===== config.mk =====
export PLATFORM = sky130hd
export DESIGN_NAME = dose_scheduler
export DESIGN_NICKNAME = d
export VERILOG_FILES = /design/src/rtl/dose_pkg.sv /design/src/rtl/dose_scheduler_rr_arbiter.sv /design/src/rtl/dose_scheduler.sv
export SDC_FILE = /design/constraint.sdc
export NUM_CORES = 1
export LEC_CHECK = 0
export BUFFER_PORTS_ARGS = -buffer_cell sky130_fd_sc_hd__buf_2
export CAP_MARGIN = 0
export CORE_AREA = 2 2 134 136
export CTS_CLUSTER_SIZE = 24
export DETAILED_ROUTE_END_ITERATION = 8
export DIE_AREA = 0 0 136 138
export GPL_TIMING_DRIVEN = 1
export PLACE_DENSITY = 0.81
export SETUP_SLACK_MARGIN = 0.1
export SLEW_MARGIN = 20
export SYNTH_ARGS = -nofsm -noshare
export SYNTH_HDL_FRONTEND = slang
export SYNTH_SLANG_ARGS = --single-unit

===== constraint.sdc =====
create_clock -name clock -period 5.8 [get_ports clock]
set_clock_uncertainty 0.05 [all_clocks]
set_input_delay 1.74 -clock clock [delete_from_list [all_inputs] [get_ports clock]]
set_output_delay 1.74 -clock clock [all_outputs]
set_load 0.02 [all_outputs]

===== src/rtl/dose_pkg.sv =====
// Shared types for the dose scheduler: FSM states, schedule table entry and
// the missed-dose counter ceiling.
package dose_pkg;

    typedef enum logic [1:0] {
        IDLE  = 2'd0,
        PULSE = 2'd1,
        GAP   = 2'd2
    } state_t;

    typedef struct packed {
        logic       en;
        logic [4:0] hour;
        logic [5:0] min;
    } sched_entry_t;

    localparam logic [7:0] MISSED_MAX = 8'd255;

endpackage


===== src/rtl/dose_scheduler_rr_arbiter.sv =====
// Combinational round-robin picker: first set request searching upward from
// rr_ptr+1 with wrap-around, so the last granted channel gets lowest priority.
module rr_arbiter #(
    parameter int N_CH = 4,
    parameter int IW   = $clog2(N_CH)
) (
    input  logic [N_CH-1:0] req,
    input  logic [IW-1:0]   rr_ptr,
    output logic [IW-1:0]   gnt_idx,
    output logic            gnt_valid
);

    always_comb begin
        int          idx_i;
        logic [IW-1:0] idx;
        gnt_valid = 1'b0;
        gnt_idx   = '0;
        idx_i     = 0;
        idx       = '0;
        for (int i = 1; i <= N_CH; i++) begin
            idx_i = int'(rr_ptr) + i;
            if (idx_i >= N_CH) idx_i = idx_i - N_CH;
            idx = IW'(idx_i);
            if (!gnt_valid && req[idx]) begin
                gnt_valid = 1'b1;
                gnt_idx   = idx;
            end
        end
    end

endmodule


===== src/rtl/dose_scheduler.sv =====
// Multi-compartment dispenser: schedule table matched against the RTC, a
// pending-request queue, one-motor-at-a-time pulse/gap FSM and an ack timer.
module dose_scheduler
    import dose_pkg::*;
#(
    parameter int N_CH          = 4,
    parameter int N_SLOT        = 3,
    parameter int PULSE_CYCLES  = 50000000,
    parameter int GAP_CYCLES    = 5000000,
    parameter int ACK_TIMEOUT_S = 900
) (
    input  logic            clock,
    input  logic            resetn,
    input  logic            sec_tick,
    input  logic [5:0]      seconds,
    input  logic [5:0]      minutes,
    input  logic [4:0]      hours,
    input  logic            cfg_we,
    input  logic [2:0]      cfg_ch,
    input  logic [2:0]      cfg_slot,
    input  logic            cfg_en,
    input  logic [4:0]      cfg_hour,
    input  logic [5:0]      cfg_min,
    input  logic [N_CH-1:0] override,
    input  logic            ack,
    output logic [N_CH-1:0] motor,
    output logic            busy,
    output logic [N_CH-1:0] pending,
    output logic            alarm,
    output logic [7:0]      missed_cnt,
    output logic [1:0]      state_dbg
);

    localparam int IW = $clog2(N_CH);
    localparam int PW = (PULSE_CYCLES > 1) ? $clog2(PULSE_CYCLES) : 1;
    localparam int GW = (GAP_CYCLES > 1) ? $clog2(GAP_CYCLES) : 1;
    localparam int CW = (PW > GW) ? PW : GW;
    localparam int AW = $clog2(ACK_TIMEOUT_S + 1);

    sched_entry_t    tbl_q [N_CH][N_SLOT];
    sched_entry_t    tbl_d [N_CH][N_SLOT];
    logic [N_CH-1:0] ovr_prev_q, pending_q, pending_d, sched_q, sched_d;
    logic [N_CH-1:0] motor_q, motor_d, match, ovr_rise;
    state_t          state_q, state_d;
    logic [IW-1:0]   rr_q, rr_d, gnt_idx;
    logic            gnt_valid, gsched_q, gsched_d, pulse_done, miss;
    logic [CW-1:0]   cnt_q, cnt_d;
    logic            armed_q, armed_d, alarm_q, alarm_d;
    logic [AW-1:0]   tcnt_q, tcnt_d;
    logic [7:0]      missed_q, missed_d;

    rr_arbiter #(.N_CH(N_CH), .IW(IW)) u_arb (
        .req      (pending_q),
        .rr_ptr   (rr_q),
        .gnt_idx  (gnt_idx),
        .gnt_valid(gnt_valid)
    );

    // Several matching slots of one channel collapse into a single request.
    always_comb begin
        match = '0;
        for (int c = 0; c < N_CH; c++) begin
            for (int s = 0; s < N_SLOT; s++) begin
                if (sec_tick && seconds == 6'd0 && tbl_q[c][s].en &&
                    tbl_q[c][s].hour == hours && tbl_q[c][s].min == minutes)
                    match[c] = 1'b1;
            end
        end
    end

    assign ovr_rise = override & ~ovr_prev_q;

    always_comb begin
        tbl_d      = tbl_q;
        state_d    = state_q;
        cnt_d      = cnt_q;
        rr_d       = rr_q;
        gsched_d   = gsched_q;
        motor_d    = motor_q;
        pending_d  = pending_q;
        sched_d    = sched_q;
        pulse_done = 1'b0;
        miss       = 1'b0;
        armed_d    = armed_q;
        tcnt_d     = tcnt_q;
        alarm_d    = alarm_q;
        missed_d   = missed_q;

        for (int c = 0; c < N_CH; c++) begin
            for (int s = 0; s < N_SLOT; s++) begin
                if (cfg_we && int'(cfg_ch) == c && int'(cfg_slot) == s)
                    tbl_d[c][s] = {cfg_en, cfg_hour, cfg_min};
            end
        end

        case (state_q)
            IDLE: begin
                if (gnt_valid) begin
                    pending_d[gnt_idx] = 1'b0;
                    rr_d               = gnt_idx;
                    gsched_d           = sched_q[gnt_idx];
                    cnt_d              = '0;
                    motor_d            = '0;
                    motor_d[gnt_idx]   = 1'b1;
                    state_d            = PULSE;
                end
            end
            PULSE: begin
                if (cnt_q == CW'(PULSE_CYCLES - 1)) begin
                    pulse_done = 1'b1;
                    motor_d    = '0;
                    cnt_d      = '0;
                    state_d    = GAP;
                end else begin
                    cnt_d = cnt_q + CW'(1);
                end
            end
            GAP: begin
                if (cnt_q == CW'(GAP_CYCLES - 1)) state_d = IDLE;
                else                               cnt_d   = cnt_q + CW'(1);
            end
            default: state_d = IDLE;
        endcase

        // New requests are applied after the grant clear so a same-cycle set wins.
        pending_d = pending_d | match | ovr_rise;
        for (int c = 0; c < N_CH; c++) begin
            if (ovr_rise[c]) sched_d[c] = 1'b0;
            if (match[c])    sched_d[c] = 1'b1;
        end

        if (armed_q) begin
            if (ack) begin
                armed_d = 1'b0;
            end else if (sec_tick && (tcnt_q + AW'(1)) == AW'(ACK_TIMEOUT_S)) begin
                miss    = 1'b1;
                armed_d = 1'b0;
            end else if (sec_tick) begin
                tcnt_d = tcnt_q + AW'(1);
            end
        end
        // A fresh scheduled dose while still waiting writes off the older one.
        if (pulse_done && gsched_q) begin
            if (armed_q && !ack) miss = 1'b1;
            armed_d = 1'b1;
            tcnt_d  = '0;
        end

        if (ack)       alarm_d = 1'b0;
        else if (miss) alarm_d = 1'b1;
        if (miss && missed_q != MISSED_MAX) missed_d = missed_q + 8'd1;
    end

    always_ff @(posedge clock or negedge resetn) begin
        if (!resetn) begin
            for (int c = 0; c < N_CH; c++)
                for (int s = 0; s < N_SLOT; s++)
                    tbl_q[c][s] <= '0;
            ovr_prev_q <= '0;
            pending_q  <= '0;
            sched_q    <= '0;
            motor_q    <= '0;
            state_q    <= IDLE;
            cnt_q      <= '0;
            rr_q       <= '0;
            gsched_q   <= 1'b0;
            armed_q    <= 1'b0;
            tcnt_q     <= '0;
            alarm_q    <= 1'b0;
            missed_q   <= '0;
        end else begin
            tbl_q      <= tbl_d;
            ovr_prev_q <= override;
            pending_q  <= pending_d;
            sched_q    <= sched_d;
            motor_q    <= motor_d;
            state_q    <= state_d;
            cnt_q      <= cnt_d;
            rr_q       <= rr_d;
            gsched_q   <= gsched_d;
            armed_q    <= armed_d;
            tcnt_q     <= tcnt_d;
            alarm_q    <= alarm_d;
            missed_q   <= missed_d;
        end
    end

    assign motor      = motor_q;
    assign busy       = (state_q != IDLE);
    assign pending    = pending_q;
    assign alarm      = alarm_q;
    assign missed_cnt = missed_q;
    assign state_dbg  = state_q;

endmodule


==> flow_summary.ini <==
[cts]
maximum_clock_insertion_buffer_count = 3
cts_made_buffers = 23
postCtsHoldBufs = 0
cts_repair_resize_count = 0
clkLatencyLatePin_ps = 520
tritoncts_clock_tree = yes
cts_setup_buffers = 0
clock-root-buffer = clkbuf_16
cts-htree-levels = 1
cts_sink_cnt = 211
clkSlewWorstSetupHoldPaths_ps = 60

[power]
p_switching_uw = 881
switching_share = 0.244
share_comb_of_total_power = 0.114
power.sequential.fraction = 0.472
power_density_nw_per_um2 = 304
p_leak_uw = 0.00516
power.internal_uw = 2730
p_clk_frac = 0.413
vdd.ir_drop.worst_mv = 0.201

[flow_run]
drv_cap = 0

[route]
drt.antenna.violating_nets = 0
starting_drc_count_in_detailed_routing = 608
drt_pass_1_iters = 5
route.detailed.drc = 0
wire_per_inst_um = 21.2
drt-total-wl_um = 25700
vias_per_cell = 6.24
routed-via-count = 7545

[timing]
rsz0062_at_grt = false
slew_headroom = 0.338
final_min_period_over_clock_period = 0.595
drv_slew = 0
finalCriticalPeriod_ps = 3450
setup_viol_count_final = 0
fmax_mhz = 290
report.final.hold_viol_count = 0
setup_tns_ps = 0
worst_pin_slew_ps = 984

[logic_synthesis]
yosys_register_bits = 211
postSynthAreaPerCell_um2 = 11.5
synth_async_sr_flop_share = 1.00
seq_area_frac_synth = 0.495
netlist_instances = 923
synth_warnings = 0
syn-cell-area_um2 = 10700
synth_enable_flop_cells = 0
synth_ff_type = dfrtp_1
synth_fp_nets = 975
post_synth_num_cell_types = 62

[hold_path]
path_class_of_the_lowest_slack_min_delay_path = flop to flop
min_from = sched_q[0]$_DFFE_PN0P_

[setup_path]
cp_max_fo = 24
setup.worst_path.class = flop to flop
critical_path.n_buffers_inverters = 0
path_delay_family = simple AND/OR/NAND/NOR gates
worst_ep_arrival_time_ps = 3760
critical_path.cell_chain = or4_1 > or3_1 > nor4_2 > a21o_1 > nand2b_2 > o311ai_0
slowest_delay_ps = 640
startpoint_type = flop
worst_path_max_delay_cell = a21o_1
r2r_start = cnt_q[10]$_DFFE_PN0P_
required_ps = 6110
crit_path_start = cnt_q[10]$_DFFE_PN0P_
worst_setup_path_end_kind = flop

[global_route]
globalRoute.totalOverflow = 0
grt_use_total = 0.281
grt_antenna_before_repair = 0
first_global_vias = 7602
wire_length_of_the_first_global_routing_pass_um = 41700
grt_max_degree = 103

[floorplan]
die_h_um = 138
die_area_um2 = 18800
top_level_ports = 64
floorplan.die.width_um = 136
core_um2 = 17500
rows = 49
floorplan.initialDensity = 0.608

[final_layout]
layout_cell_share_with_drive_strength_beyond_1 = 0.266
n_fill_cell = 1250
area_delta_synth_final_pct = 11.2
final_design_area_no_fill_um2 = 11900
finish.net_count = 1016
antennaDiodeCount = 0

[placement]
place.gp.congestion = 0.887
buffer_ports.inserted = 63
dp_hpwl_um = 16400
postPlaceCellArea_um2 = 11100

[run_status]
run_status = completed
tightest hold or removal path, stage by stage, from the launching register on:
cell and delay (ps):
dfrtp_1 340, nand2_1 60, nand2_1 60
synthesized netlist by cell type (6+ instances only):
master,number,area share
a21oi_1,18,0.0085
and2_1,11,0.0065
and3_1,10,0.0059
and4_1,6,0.0049
buf_1,13,0.0046
clkbuf_1,27,0.0095
dfrtp_1,211,0.50
ha_1,8,0.0094
inv_1,9,0.0032
mux2_2,145,0.15
nand2_1,57,0.020
nand2b_1,14,0.0082
nand3_1,31,0.015
nand4_1,48,0.028
nor2_1,21,0.0074
nor3_1,17,0.0080
o21ai_0,21,0.0099
o31ai_1,18,0.013
xnor2_1,144,0.12
worst paths after layout:
check,endpoint,slack [ps],cells after the start
worst max-delay path,cnt_q[3]$_DFFE_PN0P_,2350,6
worst min-delay path,sched_q[0]$_DFFE_PN0P_,440,2
worst max register to register,cnt_q[3]$_DFFE_PN0P_,2350,6
worst min register to register,sched_q[0]$_DFFE_PN0P_,440,2
max in group asynchronous,tbl_q[12]$_DFFE_PN0P_,3410,2
min in group asynchronous,missed_cnt[7]$_DFFE_PN0P_,1260,1
layer usage:
metal,global-route usage,wire (µm),share of wire,vias up
met2,0.445,12300,0.48,280
met3,0.0411,1680,0.065,39
li1,-,-,-,3401
met1,0.411,11200,0.43,3825
met5,0,0,0,-
met4,0.0718,513,0.020,0
area by class of cell:
| cell class | count | area [µm²] | area share |
|---|---|---|---|
| Clock buffer | 36 | 714 | 0.0603 |
| Clock inverter | 6 | 70.1 | 0.00591 |
| Inverter | 9 | 33.8 | 0.00285 |
| Multi-Input combinational cell | 651 | 5100 | 0.431 |
| Sequential cell | 211 | 5280 | 0.446 |
| Tap cell | 229 | 287 | 0.0242 |
| Timing Repair Buffer | 68 | 362 | 0.0305 |
cell families (layout without fill, tap and decap cells):
logic type	count (synthesis)	in the layout	share of synthesized area
AO/OA/AOI/OAI	100	100	0.0648
XOR/XNOR	145	145	0.119
adder cells (fa/ha/maj)	8	8	0.00939
buffers and inverters	61	119	0.0259
flip-flops	211	211	0.495
multiplexers	149	149	0.157
AND/OR/NAND/NOR	249	249	0.129
layout by cell type (no fill, tap or decap), types with 6 or more instances in the layout:
cell type | netlist | routed
dfrtp_1 | 211 | 211
and4_1 | 6 | 6
mux2_2 | 145 | 145
nand3_1 | 31 | 31
ha_1 | 8 | 8
clkbuf_8 | 0 | 10
clkbuf_16 | 0 | 23
nand2_1 | 57 | 57
nand2b_1 | 14 | 14
o21ai_0 | 21 | 21
a21oi_1 | 18 | 18
o31ai_1 | 18 | 18
buf_2 | 5 | 62
inv_1 | 9 | 9
and3_1 | 10 | 10
nor2_1 | 21 | 21
nor3_1 | 17 | 17
xnor2_1 | 144 | 144
and2_1 | 11 | 11
nand4_1 | 48 | 48
power groups by stage:
| stage | clock network [µW] | logic, µW | registers, µW |
|---|---|---|---|
| CTS | 1500 | 414 | 1700 |
| detailed placement | 0 | 407 | 1730 |
| finish | 1490 | 412 | 1700 |
| global placement | 0 | 395 | 1710 |
| global route | 1570 | 449 | 1720 |
| floorplan | 0 | 297 | 1700 |
metrics by stage:
step / util / power (µW) / hold slack [ps] / setup WS (ps) / instances
global route: 0.676 / 3740 / 455 / 2100 / 1210
floorplan: - / 2000 / 395 / 2590 / 923
global placement: 0.631 / 2110 / 413 / 2130 / 1168
CTS: 0.676 / 3620 / 436 / 2380 / 1210
finish: 0.676 / 3610 / 436 / 2350 / 1210
detailed placement: 0.631 / 2130 / 422 / 2010 / 1168
sequential cells by signal, indices dropped and copies added (netlist names):
name	count
cnt_q	26
alarm	1
pending	4
tbl_q	144
missed_cnt	8
gsched_q	1
sched_q	4
rr_q	2
state_dbg	2
ovr_prev_q	4
tcnt_q	10
motor	4
armed_q	1
No activity file was read; power rests on OpenSTA's default activity.
